<file path="src/rtl/fetch_unit_pkg.sv">
// Shared types and constants for the instruction-fetch stage.
// INITIAL_PC may be overridden on the command line; it defaults to address zero.
`ifndef INITIAL_PC
`define INITIAL_PC 32'h0000_0000
`endif

package fetch_unit_pkg;

  localparam int unsigned      InstW     = 32;
  localparam logic [InstW-1:0] InstNop   = 32'h0000_0013;
  localparam logic [31:0]      InitialPc = `INITIAL_PC;

  typedef struct packed {
    logic [31:0]      pc;
    logic [InstW-1:0] inst;
  } fetch_entry_t;

  // Sequential successor; wraps 0xFFFFFFFC -> 0x00000000.
  function automatic logic [31:0] pc_incr(input logic [31:0] pc);
    return pc + 32'd4;
  endfunction

endpackage

</file>
<file path="src/rtl/fetch_unit_if.sv">
// Signals between the fetch stage and its PC register, instruction memory,
// decode stage and redirect source. The fetch stage uses the master modport.
interface fetch_unit_if #(
  parameter int unsigned ADDR_W = 32
) ();

  logic [ADDR_W-1:0] pc;
  logic              pc_write_enable;
  logic [ADDR_W-1:0] next_pc;

  logic              imem_req_valid;
  logic              imem_req_ready;
  logic [ADDR_W-1:0] imem_addr;
  logic              imem_rsp_valid;
  logic [31:0]       imem_rsp_data;

  logic              inst_valid;
  logic              inst_ready;
  logic [31:0]       inst;
  logic [ADDR_W-1:0] inst_pc;

  logic              redirect_valid;
  logic [ADDR_W-1:0] redirect_pc;

  modport master (
    input  pc,
    output pc_write_enable,
    output next_pc,
    output imem_req_valid,
    input  imem_req_ready,
    output imem_addr,
    input  imem_rsp_valid,
    input  imem_rsp_data,
    output inst_valid,
    input  inst_ready,
    output inst,
    output inst_pc,
    input  redirect_valid,
    input  redirect_pc
  );

  modport slave (
    output pc,
    input  pc_write_enable,
    input  next_pc,
    input  imem_req_valid,
    output imem_req_ready,
    input  imem_addr,
    output imem_rsp_valid,
    output imem_rsp_data,
    input  inst_valid,
    output inst_ready,
    input  inst,
    input  inst_pc,
    output redirect_valid,
    output redirect_pc
  );

endinterface

</file>
<file path="src/rtl/fetch_buffer.sv">
// Synchronous FIFO of fetched {pc, word} entries with flush. DEPTH must be a power of two.
// Push and pop may coincide on a full or an empty buffer; flush wins over both.
module fetch_buffer
  import fetch_unit_pkg::*;
#(
  parameter int unsigned DEPTH = 2
) (
  input  logic                   clock,
  input  logic                   reset,
  input  logic                   push,
  input  fetch_entry_t           push_data,
  input  logic                   pop,
  input  logic                   flush,
  output fetch_entry_t           head,
  output logic [$clog2(DEPTH):0] count,
  output logic                   full,
  output logic                   empty
);

  localparam int unsigned PtrW = $clog2(DEPTH);
  localparam int unsigned CntW = $clog2(DEPTH) + 1;

  fetch_entry_t    mem_q [DEPTH];
  logic [PtrW-1:0] wr_ptr_q, wr_ptr_d;
  logic [PtrW-1:0] rd_ptr_q, rd_ptr_d;
  logic [CntW-1:0] cnt_q, cnt_d;
  logic            do_push, do_pop;

  always_comb begin
    empty   = (cnt_q == '0);
    full    = (cnt_q == CntW'(DEPTH));
    do_pop  = pop && !empty;
    do_push = push && (!full || do_pop);

    wr_ptr_d = wr_ptr_q;
    rd_ptr_d = rd_ptr_q;
    cnt_d    = cnt_q;
    if (flush) begin
      wr_ptr_d = '0;
      rd_ptr_d = '0;
      cnt_d    = '0;
    end else begin
      if (do_push) wr_ptr_d = wr_ptr_q + PtrW'(1);
      if (do_pop)  rd_ptr_d = rd_ptr_q + PtrW'(1);
      cnt_d = cnt_q + CntW'(do_push) - CntW'(do_pop);
    end
  end

  always_ff @(posedge clock or posedge reset) begin
    if (reset) begin
      wr_ptr_q <= '0;
      rd_ptr_q <= '0;
      cnt_q    <= '0;
    end else begin
      wr_ptr_q <= wr_ptr_d;
      rd_ptr_q <= rd_ptr_d;
      cnt_q    <= cnt_d;
    end
  end

  // Payload needs no reset: it is only observed while count is non-zero.
  always_ff @(posedge clock) begin
    if (do_push && !flush) mem_q[wr_ptr_q] <= push_data;
  end

  assign head  = mem_q[rd_ptr_q];
  assign count = cnt_q;

endmodule

</file>
<file path="src/rtl/fetch_unit.sv">
// Instruction-fetch stage: credit-limited in-order requests, response tagging with the issued pc,
// redirect flush with discard of in-flight responses, and next_pc control for the PC register.
module fetch_unit
  import fetch_unit_pkg::*;
#(
  parameter int unsigned DEPTH  = 2,
  parameter int unsigned ADDR_W = 32
) (
  input  logic         clock,
  input  logic         reset,
  fetch_unit_if.master bus
);

  localparam int unsigned PtrW = $clog2(DEPTH);
  localparam int unsigned CntW = $clog2(DEPTH) + 1;

  logic [CntW-1:0]   out_cnt_q, out_cnt_d;
  logic [CntW-1:0]   drop_cnt_q, drop_cnt_d;
  logic [PtrW-1:0]   tag_wr_q, tag_wr_d;
  logic [PtrW-1:0]   tag_rd_q, tag_rd_d;
  logic [ADDR_W-1:0] tag_q [DEPTH];

  logic [CntW-1:0]   buf_count;
  logic              buf_full, buf_empty;
  fetch_entry_t      buf_head, rsp_entry;

  logic [CntW:0]     occupancy;
  logic              credit_ok, redirect, accept, rsp, dropping, push, pop;

  // Handshake decode. Redirect suppresses issue, push and pop in its cycle.
  always_comb begin
    redirect  = bus.redirect_valid;
    rsp       = bus.imem_rsp_valid;
    occupancy = {1'b0, out_cnt_q} + {1'b0, buf_count};
    credit_ok = occupancy < (CntW + 1)'(DEPTH);

    bus.imem_req_valid = !reset && !redirect && credit_ok;
    bus.imem_addr      = bus.pc;
    accept             = bus.imem_req_valid && bus.imem_req_ready;

    dropping = rsp && (drop_cnt_q != '0);
    push     = rsp && !dropping && !redirect;
    pop      = !buf_empty && bus.inst_ready && !redirect;
  end

  // Every response retires one outstanding request, dropped or not.
  always_comb begin
    out_cnt_d = out_cnt_q + CntW'(accept) - CntW'(rsp);
    tag_wr_d  = tag_wr_q + PtrW'(accept);
    tag_rd_d  = tag_rd_q + PtrW'(rsp);
    if (redirect) begin
      // Everything still in flight after this cycle belongs to the old path.
      drop_cnt_d = out_cnt_q - CntW'(rsp);
    end else begin
      drop_cnt_d = drop_cnt_q - CntW'(dropping);
    end
  end

  always_ff @(posedge clock or posedge reset) begin
    if (reset) begin
      out_cnt_q  <= '0;
      drop_cnt_q <= '0;
      tag_wr_q   <= '0;
      tag_rd_q   <= '0;
    end else begin
      out_cnt_q  <= out_cnt_d;
      drop_cnt_q <= drop_cnt_d;
      tag_wr_q   <= tag_wr_d;
      tag_rd_q   <= tag_rd_d;
    end
  end

  always_ff @(posedge clock) begin
    if (accept) tag_q[tag_wr_q] <= bus.pc;
  end

  // PC register control: redirect beats sequential advance; reset holds the initial pc.
  always_comb begin
    bus.pc_write_enable = 1'b0;
    bus.next_pc         = bus.pc;
    if (reset) begin
      bus.next_pc = InitialPc;
    end else if (redirect) begin
      bus.pc_write_enable = 1'b1;
      bus.next_pc         = bus.redirect_pc;
    end else if (accept) begin
      bus.pc_write_enable = 1'b1;
      bus.next_pc         = pc_incr(bus.pc);
    end
  end

  always_comb begin
    rsp_entry.pc   = tag_q[tag_rd_q];
    rsp_entry.inst = bus.imem_rsp_data;
  end

  fetch_buffer #(
    .DEPTH (DEPTH)
  ) u_buffer (
    .clock     (clock),
    .reset     (reset),
    .push      (push),
    .push_data (rsp_entry),
    .pop       (pop),
    .flush     (redirect),
    .head      (buf_head),
    .count     (buf_count),
    .full      (buf_full),
    .empty     (buf_empty)
  );

  assign bus.inst_valid = !buf_empty;
  assign bus.inst       = buf_empty ? InstNop : buf_head.inst;
  assign bus.inst_pc    = buf_head.pc;

  always_ff @(posedge clock) begin
    if (!reset) begin
      assert (!(push && buf_full && !pop))
        else $error("fetch_unit: instruction buffer overflow");
      assert (!(rsp && out_cnt_q == '0))
        else $error("fetch_unit: response with nothing outstanding");
    end
  end

endmodule
</file>
<file path="src/flat_wrapper.sv">
// flat-port wrapper written by rule: the top's interface ports become plain ports
module fetch_unit_flat import fetch_unit_pkg::*;
#(
  parameter int unsigned DEPTH  = 2,
  parameter int unsigned ADDR_W = 32
)
  (clock, reset, bus_pc, bus_pc_write_enable, bus_next_pc, bus_imem_req_valid, bus_imem_req_ready, bus_imem_addr, bus_imem_rsp_valid, bus_imem_rsp_data, bus_inst_valid, bus_inst_ready, bus_inst, bus_inst_pc, bus_redirect_valid, bus_redirect_pc);
  fetch_unit_if #(.ADDR_W(ADDR_W)) bus_i ();
  input  logic clock;
  input  logic reset;
  input wire logic [$bits(bus_i.pc)-1:0] bus_pc;
  output wire logic [$bits(bus_i.pc_write_enable)-1:0] bus_pc_write_enable;
  output wire logic [$bits(bus_i.next_pc)-1:0] bus_next_pc;
  output wire logic [$bits(bus_i.imem_req_valid)-1:0] bus_imem_req_valid;
  input wire logic [$bits(bus_i.imem_req_ready)-1:0] bus_imem_req_ready;
  output wire logic [$bits(bus_i.imem_addr)-1:0] bus_imem_addr;
  input wire logic [$bits(bus_i.imem_rsp_valid)-1:0] bus_imem_rsp_valid;
  input wire logic [$bits(bus_i.imem_rsp_data)-1:0] bus_imem_rsp_data;
  output wire logic [$bits(bus_i.inst_valid)-1:0] bus_inst_valid;
  input wire logic [$bits(bus_i.inst_ready)-1:0] bus_inst_ready;
  output wire logic [$bits(bus_i.inst)-1:0] bus_inst;
  output wire logic [$bits(bus_i.inst_pc)-1:0] bus_inst_pc;
  input wire logic [$bits(bus_i.redirect_valid)-1:0] bus_redirect_valid;
  input wire logic [$bits(bus_i.redirect_pc)-1:0] bus_redirect_pc;
  assign bus_i.pc = bus_pc;
  assign bus_pc_write_enable = bus_i.pc_write_enable;
  assign bus_next_pc = bus_i.next_pc;
  assign bus_imem_req_valid = bus_i.imem_req_valid;
  assign bus_i.imem_req_ready = bus_imem_req_ready;
  assign bus_imem_addr = bus_i.imem_addr;
  assign bus_i.imem_rsp_valid = bus_imem_rsp_valid;
  assign bus_i.imem_rsp_data = bus_imem_rsp_data;
  assign bus_inst_valid = bus_i.inst_valid;
  assign bus_i.inst_ready = bus_inst_ready;
  assign bus_inst = bus_i.inst;
  assign bus_inst_pc = bus_i.inst_pc;
  assign bus_i.redirect_valid = bus_redirect_valid;
  assign bus_i.redirect_pc = bus_redirect_pc;
  fetch_unit #(.DEPTH(DEPTH), .ADDR_W(ADDR_W)) u_core (.clock(clock), .reset(reset), .bus(bus_i));
endmodule
</file>
<file path="config.mk">
export PLATFORM = sky130hd
export DESIGN_NAME = fetch_unit_flat
export DESIGN_NICKNAME = d
export VERILOG_FILES = /design/src/rtl/fetch_unit_pkg.sv /design/src/rtl/fetch_unit_if.sv /design/src/rtl/fetch_buffer.sv /design/src/rtl/fetch_unit.sv /design/src/flat_wrapper.sv
export SDC_FILE = /design/constraint.sdc
export NUM_CORES = 1
export LEC_CHECK = 0
export ABC_AREA = 1
export CORE_UTILIZATION = 54
export DETAILED_ROUTE_END_ITERATION = 10
export PLACE_DENSITY_LB_ADDON = 0.08
export SKIP_LAST_GASP = 1
export SYNTH_ARGS = -nofsm -noshare
export SYNTH_HDL_FRONTEND = slang
export SYNTH_SLANG_ARGS = --single-unit
</file>
<file path="constraint.sdc">
create_clock -name clock -period 12.3 [get_ports clock]
set_input_delay 2.46 -clock clock [delete_from_list [all_inputs] [get_ports clock]]
set_output_delay 2.46 -clock clock [all_outputs]
set_load 0.03 [all_outputs]
</file>
==> key figures <==
STA
  – Worst-Margin Slew: roughly 1.1 ns
  – Hold_ws: 0.560 ns
  – Fin. Hold Viols: 0
  – Period utilization: 62.7%
  – RSZ-0062 raised after global routing: false
  – Post-Route Setup TNS: 0 ns
  – Slew Limit Fails: 0
  – Tmin final: a little under 8 ns
  – Setup violations, final: 0
  – Fin Clk Skew: 0.0214 ns
  – Fmax: between 100 and 150 MHz
  – Max-slew headroom: 27.7%

Clock tree
  – Setup Fix Bufs, Post-CTS: 0
  – CTS buffer count: 21
  – Worst skew pair latency: approximately 0.5 ns
  – Num Clock Sinks: about 200
  – Max Root-Sink Buffers: 3
  – CTS Hold Bufs: 0
  – CTS tree: done
  – H-tree depth: 1
  – Worst-path clk slew: approximately 0.06 ns
  – Cell chosen for the clock root: clkbuf_16
  – Cts repair resizes: 0

Placement
  – Placed insts: roughly 1,300
  – HPWL after DPL: between 10 and 15 mm
  – Gpl congestion: 0.906
  – PortBufs: 232

Setup path
  – Setup crit end kind: primary output
  – Arr. time, crit path: roughly 5.3 ns
  – Req. time, crit path: 9.84 ns
  – Kind of critical path: input pin to primary output
  – Maximum fanout along the worst path: 14
  – RR Startpoint: u_core.u_buffer.count[0]$_DFF_PP0_
  – Reg2reg setup slack: between 9 and 10 ns
  – Reg2reg path depth: 7
  – Worst Setup Start Kind: input pin
  – RR Endpoint: u_core.tag_q[0][27]$_DFFE_PP_

Drt
  – 1st-pass router iterations: 5
  – Detailed-route DRC error count: 0
  – Vias/cell: slightly above 5
  – DR WL/cell: ~16 um
  – Initial DRC count: 457
  – Vias after detailed routing: 6,821
  – ANT nets after route: 0
  – Post-Route WL: between 20 and 25 mm

Logic synthesis
  – Syn_nets: 1,001
  – Synth warn: 0
  – Async set-reset flop share out of synthesis: ~5%
  – Avg Inst Size Synth: 10.5 um^2
  – Top post-synthesis cells by area: edfxtp_1 61%, nand2_1 10%, mux2_2 3.8%
  – Main synth FF type: edfxtp_1
  – Synth top area share: just over 60%
  – Register area share after synthesis: around 64%
  – Mapped Area: ~0.0094 mm^2
  – Number of synthesized flops with an enable pin: roughly 190
  – Cell with the most instances after synthesis: nand2_1
  – Gate Count Post-Synth: ~900
  – Post-synthesis register bit count: about 200
  – Cell variety after synth: 35
  – Synth area leader: edfxtp_1
  – Post-synth top cells: 254 x nand2_1, 192 x edfxtp_1, 96 x nor2_1

Power
  – Leak pwr: roughly 4.7 nW
  – Power Density: 168 mW/mm^2
  – Peak supply drop: between 0.15 and 0.2 mV

Die
  – Initial core utilization: roughly 56%
  – Die area: roughly 0.018 mm^2
  – I/O pin total: between 200 and 250
  – Core box area: roughly 0.017 mm^2
  – Die X: approximately 130 um
  – Die Span Y: roughly 130 um
  – Row count: 47

Finish
  – Layout Nets: around 1,200
  – Final Non-Filler Cells: ~1,300
  – Area taken by multi-input logic gates: 0.00271 mm^2
  – # fillers: ~1,200
  – Reg area: roughly 0.006 mm^2
  – Layout area overhead: 31.3%
  – N_diodes: 0
  – Layout cells sized above 1: 7.83%

Job
  – Max_cap viols: 0

Min path
  – HP Start: u_core.tag_q[1][12]$_DFFE_PP_
  – Worst Hold Class: flip-flop to flip-flop
  – Hold endpoint: u_core.u_buffer.mem_q[1][44]$_DFFE_PP_
  – Hold path cells: 1

Global routing
  – GRT overflow: 0
  – Global-route wire length before repair: ~34 mm
  – Total track usage: between 20 and 25%
  – Vias in the first global route: about 6,600
  – Initial antenna violation count: 0
  – Largest net degree at the start of global routing: 66

Status
  – Status: complete, no violations
[layer usage]
layer | vias to the layer above | share of wire (%) | wire length (um) | track usage, %
li1 | 3322 | - | - | -
met1 | 3187 | 41 | 8830 | 31.3
met2 | 288 | 50 | 10700 | 42.5
met3 | 24 | 8.1 | 1760 | 4.50
met4 | 0 | 1.4 | 302 | 5.87
met5 | - | 0 | 0 | 0
[worst max-delay path, cell delays in order]
cell and delay, ns:
clkdlybuf4s50_1 0.74, nor2_4 0.26, nand3_2 0.29, nor2_2 0.27
nand2_1 0.11, or2_0 0.21, nand3_1 0.11, nand2_1 0.07
inv_1 0.05, clkdlybuf4s50_1 0.66
[placed cells by master (no fill, tap or decap), types with 2 or more instances in the layout]
| cell | Yosys | final |
|---|---|---|
| clkbuf_1 | 20 | 6 |
| nand3b_1 | 4 | 4 |
| nand3_2 | 2 | 2 |
| nand4_1 | 11 | 11 |
| clkinv_1 | 1 | 5 |
| buf_4 | 32 | 7 |
| o211ai_1 | 5 | 5 |
| nor2_4 | 3 | 5 |
| inv_1 | 80 | 79 |
| dfrtp_1 | 10 | 9 |
| clkbuf_16 | 0 | 21 |
| nand2_2 | 2 | 2 |
| or2_0 | 8 | 8 |
| nor2_2 | 5 | 6 |
| mux2_2 | 32 | 32 |
| xor2_1 | 5 | 5 |
| nand3_1 | 41 | 41 |
| ha_1 | 8 | 6 |
| nor3_1 | 3 | 3 |
| edfxtp_1 | 192 | 192 |
| xnor2_1 | 2 | 2 |
| clkdlybuf4s50_1 | 0 | 232 |
| nand2_1 | 254 | 254 |
| o21ai_1 | 3 | 3 |
| bufinv_16 | 0 | 2 |
| ha_2 | 0 | 2 |
| o21ai_0 | 17 | 17 |
| nor2_1 | 96 | 93 |
| inv_2 | 1 | 2 |
| a21oi_1 | 34 | 34 |
[logic make-up (layout without fill, tap and decap cells)]
| group | count (synthesis) | count (layout) | share of synthesized area (%) |
|---|---|---|---|
| simple gates | 432 | 432 | 19.4 |
| flops | 202 | 202 | 64.1 |
| buf+inv | 147 | 356 | 7.29 |
| compound gates | 61 | 61 | 3.44 |
| mux | 32 | 32 | 3.84 |
| fa+ha+maj | 9 | 9 | 1.28 |
| xor+xnor | 7 | 7 | 0.653 |
[power by group]
part	internal [mW]	switching, mW
Clock	0.355	0.237
Sequential	0.838	0.0273
Combinational	0.237	0.371
[flip-flops by register name, summed over array words and instances, names as in the netlist]
register and count:
u_core.drop_cnt_q 2, u_core.out_cnt_q 2, u_core.tag_wr_q 1, u_core.u_buffer.mem_q 128, u_core.u_buffer.wr_ptr_q 1, u_core.tag_rd_q 1, u_core.u_buffer.count 2, u_core.u_buffer.rd_ptr_q 1
u_core.tag_q 64
[area by class of cell]
class,count,area share [%]
repair buffers,239,19.3
clock inverters,8,0.721
multi-input cells,541,22.0
inverters,82,2.50
flip-flops and latches,202,48.8
well taps,220,2.23
clock buffers,27,4.45
[how the worst max path moves through the flow]
stage                  startpoint              end  slack (ns)  cells past startpoint
2_1_floorplan               reset  bus_next_pc[25]        6.09                      5
3_3_place_gp   bus_redirect_valid  bus_next_pc[21]        4.61                      6
3_5_place_dp   bus_redirect_valid  bus_next_pc[13]        4.58                     10
4_1_cts        bus_redirect_valid  bus_next_pc[13]        4.56                     10
5_1_grt        bus_redirect_valid   bus_next_pc[2]        4.33                      7
6_report       bus_redirect_valid  bus_next_pc[13]        4.59                     10
[through the flow]
stage / setup WS, ns / util (%) / cell area, um^2 / power [mW]
global placement: 4.61 / 69.7 / 11700 / 1.48
floorplan: 6.09 / - / 9390 / 1.25
CTS: 4.56 / 73.5 / 12300 / 2.08
global route: 4.33 / 73.5 / 12300 / 2.15
detailed placement: 4.58 / 69.7 / 11700 / 1.49
finish: 4.59 / 73.5 / 12300 / 2.06
Note: power is estimated with default switching activity, not from simulation.
